### src/rtl/claw_pkg.sv
// ---------------------------------------------------------------------------
// claw_pkg
//   Shared definitions for the claw command scheduler: servo command codes,
//   scheduler FSM state encoding and a small helper for sizing counters.
//   No ports (package).
// ---------------------------------------------------------------------------
package claw_pkg;

  // Servo controller ctrl codes.
  localparam logic [1:0] CLAW_OFF     = 2'b00;
  localparam logic [1:0] CLAW_OPEN    = 2'b01;
  localparam logic [1:0] CLAW_CLOSE   = 2'b10;
  localparam logic [1:0] CLAW_NEUTRAL = 2'b11;

  typedef enum logic [2:0] {
    ST_IDLE        = 3'd0,
    ST_ARM         = 3'd1,
    ST_WAIT_STATIC = 3'd2,
    ST_SETTLE      = 3'd3,
    ST_DONE        = 3'd4
  } claw_state_e;

  function automatic int claw_max3(input int a, input int b, input int c);
    int m;
    m = (a > b) ? a : b;
    return (m > c) ? m : c;
  endfunction

endpackage

### src/rtl/claw_cmd_scheduler_if.sv
// ---------------------------------------------------------------------------
// claw_cmd_scheduler_if
//   Bundles the two requester handshakes, the servo controller link and the
//   status outputs of the claw scheduler.
//   slave  : scheduler side (consumes requests/static, drives grants/servo)
//   master : environment side (requesters, servo controller, status reader)
// ---------------------------------------------------------------------------
interface claw_cmd_scheduler_if;

  logic       req_a;
  logic [1:0] cmd_a;
  logic       grant_a;
  logic       req_b;
  logic [1:0] cmd_b;
  logic       grant_b;
  logic [1:0] servo_ctrl;
  logic       servo_static;
  logic       busy;
  logic       done;
  logic       err_timeout;
  logic       owner;

  modport slave (
    input  req_a, cmd_a, req_b, cmd_b, servo_static,
    output grant_a, grant_b, servo_ctrl, busy, done, err_timeout, owner
  );

  modport master (
    output req_a, cmd_a, req_b, cmd_b, servo_static,
    input  grant_a, grant_b, servo_ctrl, busy, done, err_timeout, owner
  );

endinterface

### src/rtl/claw_timer.sv
// ---------------------------------------------------------------------------
// claw_timer
//   Loadable saturating up-counter with a terminal-value compare.
//   Ports:
//     clk, rst      clock, synchronous active-high reset (count -> 0)
//     load          load load_value this edge (has priority over en)
//     load_value    value to load
//     en            count up by one (sticks at all-ones, never wraps)
//     terminal      compare value
//     at_terminal   current count equals terminal
// ---------------------------------------------------------------------------
module claw_timer #(
  parameter int WIDTH = 8
) (
  input  logic             clk,
  input  logic             rst,
  input  logic             load,
  input  logic [WIDTH-1:0] load_value,
  input  logic             en,
  input  logic [WIDTH-1:0] terminal,
  output logic             at_terminal
);

  logic [WIDTH-1:0] count_reg;

  always_ff @(posedge clk) begin
    if (rst) begin
      count_reg <= '0;
    end else if (load) begin
      count_reg <= load_value;
    end else if (en && (count_reg != {WIDTH{1'b1}})) begin
      count_reg <= count_reg + WIDTH'(1);
    end
  end

  assign at_terminal = (count_reg == terminal);

endmodule

### src/rtl/claw_cmd_scheduler.sv
// ---------------------------------------------------------------------------
// claw_cmd_scheduler
//   Shares the claw servo controller between requester A (autonomous) and
//   requester B (manual). Round-robin grant, drives servo ctrl, waits for the
//   servo's static flag (with timeout), holds a mechanical settle time, then
//   pulses done (err_timeout valid with it).
//   Ports:
//     clk   system clock
//     rst   synchronous active-high reset; aborts any command, ctrl -> off
//     bus   claw_cmd_scheduler_if.slave: req/cmd/grant for A and B,
//           servo_ctrl/servo_static, busy, done, err_timeout, owner
//   Optional feature: define CLAW_IDLE_OFF_EN to power the servo off after
//   IDLE_OFF_CYCLES consecutive idle cycles.
// ---------------------------------------------------------------------------
module claw_cmd_scheduler
  import claw_pkg::*;
#(
  parameter int ARM_CYCLES      = 2,
  parameter int TIMEOUT_CYCLES  = 4_000_000,
  parameter int SETTLE_CYCLES   = 2_000_000,
  parameter int IDLE_OFF_CYCLES = 500_000_000
) (
  input  logic                  clk,
  input  logic                  rst,
  claw_cmd_scheduler_if.slave   bus
);

  localparam int TW = $clog2(claw_max3(ARM_CYCLES, TIMEOUT_CYCLES, SETTLE_CYCLES) + 1);

  // The state timer reads 0 during the grant cycle. ARM therefore spans the
  // grant cycle plus ARM_CYCLES cycles in which static is not trusted; the
  // timeout and settle compares use N-1 so the exit lands on cycle N.
  localparam logic [TW-1:0] ARM_T     = TW'(ARM_CYCLES);
  localparam logic [TW-1:0] TIMEOUT_T = TW'(TIMEOUT_CYCLES - 1);
  localparam logic [TW-1:0] SETTLE_T  = TW'(SETTLE_CYCLES - 1);

  claw_state_e state_reg, state_next;
  logic [1:0]  servo_reg, servo_next;
  logic        grant_a_reg, grant_a_next;
  logic        grant_b_reg, grant_b_next;
  logic        owner_reg, owner_next;
  logic        last_reg, last_next;   // 1 = B was granted last
  logic        err_reg, err_next;

  logic          tmr_load;
  logic [TW-1:0] tmr_term;
  logic          tmr_hit;
  logic          idle_expired;

  claw_timer #(.WIDTH(TW)) u_state_timer (
    .clk         (clk),
    .rst         (rst),
    .load        (tmr_load),
    .load_value  ('0),
    .en          (1'b1),
    .terminal    (tmr_term),
    .at_terminal (tmr_hit)
  );

`ifdef CLAW_IDLE_OFF_EN
  localparam int IW = $clog2(IDLE_OFF_CYCLES + 1);

  // Held at zero outside IDLE, so every grant restarts the idle count.
  claw_timer #(.WIDTH(IW)) u_idle_timer (
    .clk         (clk),
    .rst         (rst),
    .load        (state_reg != ST_IDLE),
    .load_value  ('0),
    .en          (state_reg == ST_IDLE),
    .terminal    (IW'(IDLE_OFF_CYCLES - 1)),
    .at_terminal (idle_expired)
  );
`else
  logic unused_idle_off;
  assign unused_idle_off = ^IDLE_OFF_CYCLES;
  assign idle_expired    = 1'b0;
`endif

  always_ff @(posedge clk) begin
    if (rst) begin
      state_reg   <= ST_IDLE;
      servo_reg   <= CLAW_OFF;
      grant_a_reg <= 1'b0;
      grant_b_reg <= 1'b0;
      owner_reg   <= 1'b0;
      last_reg    <= 1'b1;
      err_reg     <= 1'b0;
    end else begin
      state_reg   <= state_next;
      servo_reg   <= servo_next;
      grant_a_reg <= grant_a_next;
      grant_b_reg <= grant_b_next;
      owner_reg   <= owner_next;
      last_reg    <= last_next;
      err_reg     <= err_next;
    end
  end

  always_comb begin
    state_next   = state_reg;
    servo_next   = servo_reg;
    grant_a_next = 1'b0;
    grant_b_next = 1'b0;
    owner_next   = owner_reg;
    last_next    = last_reg;
    err_next     = err_reg;
    tmr_load     = 1'b0;
    tmr_term     = ARM_T;

    case (state_reg)
      ST_IDLE: begin
        // A wins unless B also asks and A was served last.
        if (bus.req_a && (!bus.req_b || last_reg)) begin
          grant_a_next = 1'b1;
          servo_next   = bus.cmd_a;
          owner_next   = 1'b0;
          last_next    = 1'b0;
          err_next     = 1'b0;
          tmr_load     = 1'b1;
          state_next   = ST_ARM;
        end else if (bus.req_b) begin
          grant_b_next = 1'b1;
          servo_next   = bus.cmd_b;
          owner_next   = 1'b1;
          last_next    = 1'b1;
          err_next     = 1'b0;
          tmr_load     = 1'b1;
          state_next   = ST_ARM;
        end else if (idle_expired && (servo_reg != CLAW_OFF)) begin
          servo_next = CLAW_OFF;
        end
      end

      ST_ARM: begin
        tmr_term = ARM_T;
        if (tmr_hit) begin
          // Off never reports static, so skip the wait entirely.
          state_next = (servo_reg == CLAW_OFF) ? ST_DONE : ST_WAIT_STATIC;
        end
      end

      ST_WAIT_STATIC: begin
        tmr_term = TIMEOUT_T;
        if (bus.servo_static) begin
          tmr_load   = 1'b1;
          state_next = ST_SETTLE;
        end else if (tmr_hit) begin
          // Stalled servo: cut drive to protect it.
          servo_next = CLAW_OFF;
          err_next   = 1'b1;
          state_next = ST_DONE;
        end
      end

      ST_SETTLE: begin
        tmr_term = SETTLE_T;
        if (tmr_hit) begin
          state_next = ST_DONE;
        end
      end

      ST_DONE: begin
        state_next = ST_IDLE;
      end

      default: begin
        state_next = ST_IDLE;
      end
    endcase
  end

  assign bus.grant_a     = grant_a_reg;
  assign bus.grant_b     = grant_b_reg;
  assign bus.servo_ctrl  = servo_reg;
  assign bus.owner       = owner_reg;
  assign bus.err_timeout = err_reg;
  assign bus.busy        = (state_reg != ST_IDLE);
  assign bus.done        = (state_reg == ST_DONE);

endmodule

### src/flat_wrapper.sv
// flat-port wrapper written by rule: the top's interface ports become plain ports
module claw_cmd_scheduler_flat import claw_pkg::*;
#(
  parameter int ARM_CYCLES      = 2,
  parameter int TIMEOUT_CYCLES  = 4_000_000,
  parameter int SETTLE_CYCLES   = 2_000_000,
  parameter int IDLE_OFF_CYCLES = 500_000_000
)
  (clk, rst, bus_req_a, bus_cmd_a, bus_req_b, bus_cmd_b, bus_servo_static, bus_grant_a, bus_grant_b, bus_servo_ctrl, bus_busy, bus_done, bus_err_timeout, bus_owner);
  claw_cmd_scheduler_if bus_i ();
  input  logic clk;
  input  logic rst;
  input wire logic [$bits(bus_i.req_a)-1:0] bus_req_a;
  input wire logic [$bits(bus_i.cmd_a)-1:0] bus_cmd_a;
  input wire logic [$bits(bus_i.req_b)-1:0] bus_req_b;
  input wire logic [$bits(bus_i.cmd_b)-1:0] bus_cmd_b;
  input wire logic [$bits(bus_i.servo_static)-1:0] bus_servo_static;
  output wire logic [$bits(bus_i.grant_a)-1:0] bus_grant_a;
  output wire logic [$bits(bus_i.grant_b)-1:0] bus_grant_b;
  output wire logic [$bits(bus_i.servo_ctrl)-1:0] bus_servo_ctrl;
  output wire logic [$bits(bus_i.busy)-1:0] bus_busy;
  output wire logic [$bits(bus_i.done)-1:0] bus_done;
  output wire logic [$bits(bus_i.err_timeout)-1:0] bus_err_timeout;
  output wire logic [$bits(bus_i.owner)-1:0] bus_owner;
  assign bus_i.req_a = bus_req_a;
  assign bus_i.cmd_a = bus_cmd_a;
  assign bus_i.req_b = bus_req_b;
  assign bus_i.cmd_b = bus_cmd_b;
  assign bus_i.servo_static = bus_servo_static;
  assign bus_grant_a = bus_i.grant_a;
  assign bus_grant_b = bus_i.grant_b;
  assign bus_servo_ctrl = bus_i.servo_ctrl;
  assign bus_busy = bus_i.busy;
  assign bus_done = bus_i.done;
  assign bus_err_timeout = bus_i.err_timeout;
  assign bus_owner = bus_i.owner;
  claw_cmd_scheduler #(.ARM_CYCLES(ARM_CYCLES), .TIMEOUT_CYCLES(TIMEOUT_CYCLES), .SETTLE_CYCLES(SETTLE_CYCLES), .IDLE_OFF_CYCLES(IDLE_OFF_CYCLES)) u_core (.clk(clk), .rst(rst), .bus(bus_i));
endmodule
### config.mk
export PLATFORM = sky130hd
export DESIGN_NAME = claw_cmd_scheduler_flat
export DESIGN_NICKNAME = d
export VERILOG_FILES = /design/src/rtl/claw_pkg.sv /design/src/rtl/claw_cmd_scheduler_if.sv /design/src/rtl/claw_timer.sv /design/src/rtl/claw_cmd_scheduler.sv /design/src/flat_wrapper.sv
export SDC_FILE = /design/constraint.sdc
export NUM_CORES = 1
export LEC_CHECK = 0
export CAP_MARGIN = 10
export CORE_ASPECT_RATIO = 1.2
export CORE_UTILIZATION = 51
export CTS_CLUSTER_DIAMETER = 120
export CTS_CLUSTER_SIZE = 8
export DETAILED_ROUTE_END_ITERATION = 8
export PLACE_DENSITY = 0.85
export SYNTH_ARGS = -nofsm -noshare
export SYNTH_HDL_FRONTEND = slang
export SYNTH_SLANG_ARGS = --single-unit
### constraint.sdc
create_clock -name clk -period 2.1 [get_ports clk]
set_input_delay 0.315 -clock clk [delete_from_list [all_inputs] [get_ports clk]]
set_output_delay 0.315 -clock clk [all_outputs]
set_load 0.02 [all_outputs]
==> flow_metrics.py <==
metrics = {
    "yosys": {
        "synth_area_sq_um": 1747,
        "synthArstFlopShare": 0,
        "synth_edf_count": 0,
        "synth.most_common_cell": "dfxtp_1",
        "avgSynthCellArea_sq_um": 8.479,
        "synth-seq-area-share": 0.3668,
        "synth.ff_latch_count": 32,
        "syn-instance-count": 206,
        "synth_largest_area_cell": "dfxtp_1",
        "synthesis.nets": 216,
        "yosys-top-cells-count": "32 x dfxtp_1, 24 x nor2_1, 13 x xnor2_1",
        "yosysWarnings": 0,
        "netlist_top_cells_area": "dfxtp_1 37%, xnor2_1 6.5%, nor2_1 5.2%, nand4_1 3.2%, a211oi_1 3.0%",
        "yosysUniqueCellTypes": 54,
        "synthFlopType": "dfxtp_1",
        "synthDominantCellAreaShare": 0.3668,
    },
    "die": {
        "coreArea_sq_um": 3166,
        "die_x_um": 55.43,
        "start_util": 0.5518,
        "dieArea_sq_um": 3664,
        "die_h_um": 66.11,
        "pin_count": 17,
        "num_rows": 22,
    },
    "placement": {
        "place_congestion": 0.8973,
        "place_inst": 263,
        "dpl.hpwl_um": 2929,
        "placed_cell_area_sq_um": 2028,
        "port_buffers": 16,
    },
    "layout": {
        "n_antenna_cell": 0,
        "final_area_sq_um": 2076,
        "area_delta_synth_final_pct": 18.84,
        "final_cells": 270,
        "nets": 244,
        "largest_reg_flops": 22,
        "fin_util": 0.6557,
        "drive_gt1_frac": 0.1239,
    },
    "drt": {
        "first_iter_violations": 81,
        "wl_per_cell_um": 14.95,
        "ant_nets": 0,
        "via_count": 1700,
        "via_per_inst": 6.296,
        "wirelength_um": 4036,
        "firstDrtPassIters": 5,
        "drc": 0,
    },
    "sta": {
        "finalCriticalPeriod_ns": 1.952,
        "setup_viol": 0,
        "grt_setup_unrepaired": "false",
        "setup_tns_ns": 0,
        "finalHoldViolations": 0,
        "max_clock_freq_mhz": 512.4,
        "finClkSkew_ns": 0.004968,
        "max_slew.worst_pin.slew_ns": 0.5120,
        "relSlewSlack": 0.6540,
        "drv_slew": 0,
        "fin_crit_sh": 0.9294,
    },
    "power": {
        "ir_drop_mv": 0.5808,
        "leakagePower_nw": 0.7511,
        "powerDensity_nw_per_um2": 817.1,
        "p_total_mw": 1.696,
    },
    "cts": {
        "clock_latency_ns": 0.34,
        "clock-root-buffer": "clkbuf_4",
        "clkTransAtPathRegs_ns": 0.10,
        "cts.htree.levels": 2,
        "numCtsBuffers": 5,
        "ctsResizeCount": 1,
        "cts_hold_buf": 0,
        "cts_setup_buffers": 0,
        "tritoncts": "done",
        "cts_num_sinks": 32,
        "cts_buffer_depth": 2,
    },
    "global_routing": {
        "grt_pass1_vias": 1605,
        "grt_overflow": 0,
        "grt_max_degree": 23,
        "grt_pass1_wl_um": 6975,
        "antenna_found_initial": 0,
        "grt_util_all_layers": 0.2486,
    },
    "critical_path": {
        "cp_max_fo": 6,
        "criticalPathCategory": "flip-flop to flip-flop",
        "cp_data_required_time_ns": 2.33,
        "cp.arrival_ns": 2.18,
        "worstSetupStartpointType": "flip-flop",
        "endpoint_kind": "flip-flop",
    },
    "status": {
        "status": "finished clean",
    },
    "job": {
        "drv_cap": 0,
    },
    "min_path": {
        "hold_path_class": "flip-flop to flip-flop",
    },
}
## per-stage QoR
stage | hold slack (ns) | worst slack (ns)
6_report | 0.4926 | 0.1483
3_5_place_dp | 0.4734 | -0.04257
5_1_grt | 0.5267 | 0.02534
2_1_floorplan | 0.4333 | 0.1111
4_1_cts | 0.4988 | 0.05958
3_3_place_gp | 0.4481 | -0.005031
## routing by layer
metal	global-route usage	wire, um	vias to the layer above
met3	0.07436	140	11
li1	-	-	832
met1	0.2744	1777	828
met4	0.1344	87	0
met5	0	0	-
met2	0.4292	2030	29
## final cells by class
class                   instances  area [sq um]
flip-flops and latches         32         640.6
inverters                       4         15.01
clock buffers                   6         41.29
fillers                       276          1090
clock inverters                 1         5.005
repair buffers                 33         301.5
multi-input cells             158          1027
well taps                      36         45.04
## power breakdown
part	internal (mW)	switching (mW)	total (mW)	leakage, nW
combinational	0.300	0.355	0.655	0.463
sequential	0.666	0.0443	0.711	0.259
clock	0.123	0.208	0.331	0.0281
## worst max-delay path, stage by stage, from the launching register on
cell and delay, ns:
dfxtp_1 0.37, or4_1 0.52, or4_1 0.44, and2_4 0.18
o311ai_1 0.23, o21ai_1 0.10
## worst paths after layout
path	from	end	slack (ns)	depth (start not counted)
max	u_core.u_state_timer.count_reg[0]$_SDFFE_PP0P_	u_core.bus.servo_ctrl[1]$_SDFFE_PP0P_	0.15	5
min	u_core.bus.err_timeout$_SDFFE_PP0P_	u_core.bus.err_timeout$_SDFFE_PP0P_	0.49	1
min reg2reg	u_core.bus.err_timeout$_SDFFE_PP0P_	u_core.bus.err_timeout$_SDFFE_PP0P_	0.49	1
max reg2reg	u_core.u_state_timer.count_reg[0]$_SDFFE_PP0P_	u_core.bus.servo_ctrl[1]$_SDFFE_PP0P_	0.15	5
## placed cells by master (no fill, tap or decap), drive strengths merged, types with 2 or more instances in the layout
cell and count:
a211o 2, xnor2 13, nand4 10, and2 4
o21ai 6, buf 17, nor3 8, a32oi 2
nor4 6, or3 4, mux2i 4, inv 4
nor2 24, a31oi 2, clkdlybuf4s50 14, a211oi 7
xor2 2, dfxtp 32, or4 3, nor2b 2
nand2 8, nand2b 2, clkbuf 6, and4 5
o31ai 3, o311ai 2, a21oi 9, and3 4
nand3 8
## logic make-up (layout without fill, tap and decap cells)
group	Yosys count	count (layout)	share of synthesized area
adders and majority gates	1	1	0.007162
buffers and inverters	16	44	0.04513
DFF	32	32	0.3668
and+or+nand+nor	95	95	0.3095
xor gates and xnor gates	15	15	0.07522
muxes	5	5	0.02937
AOI/OAI and AO/OA	42	42	0.1669
No activity file was read; power rests on OpenSTA's default activity.
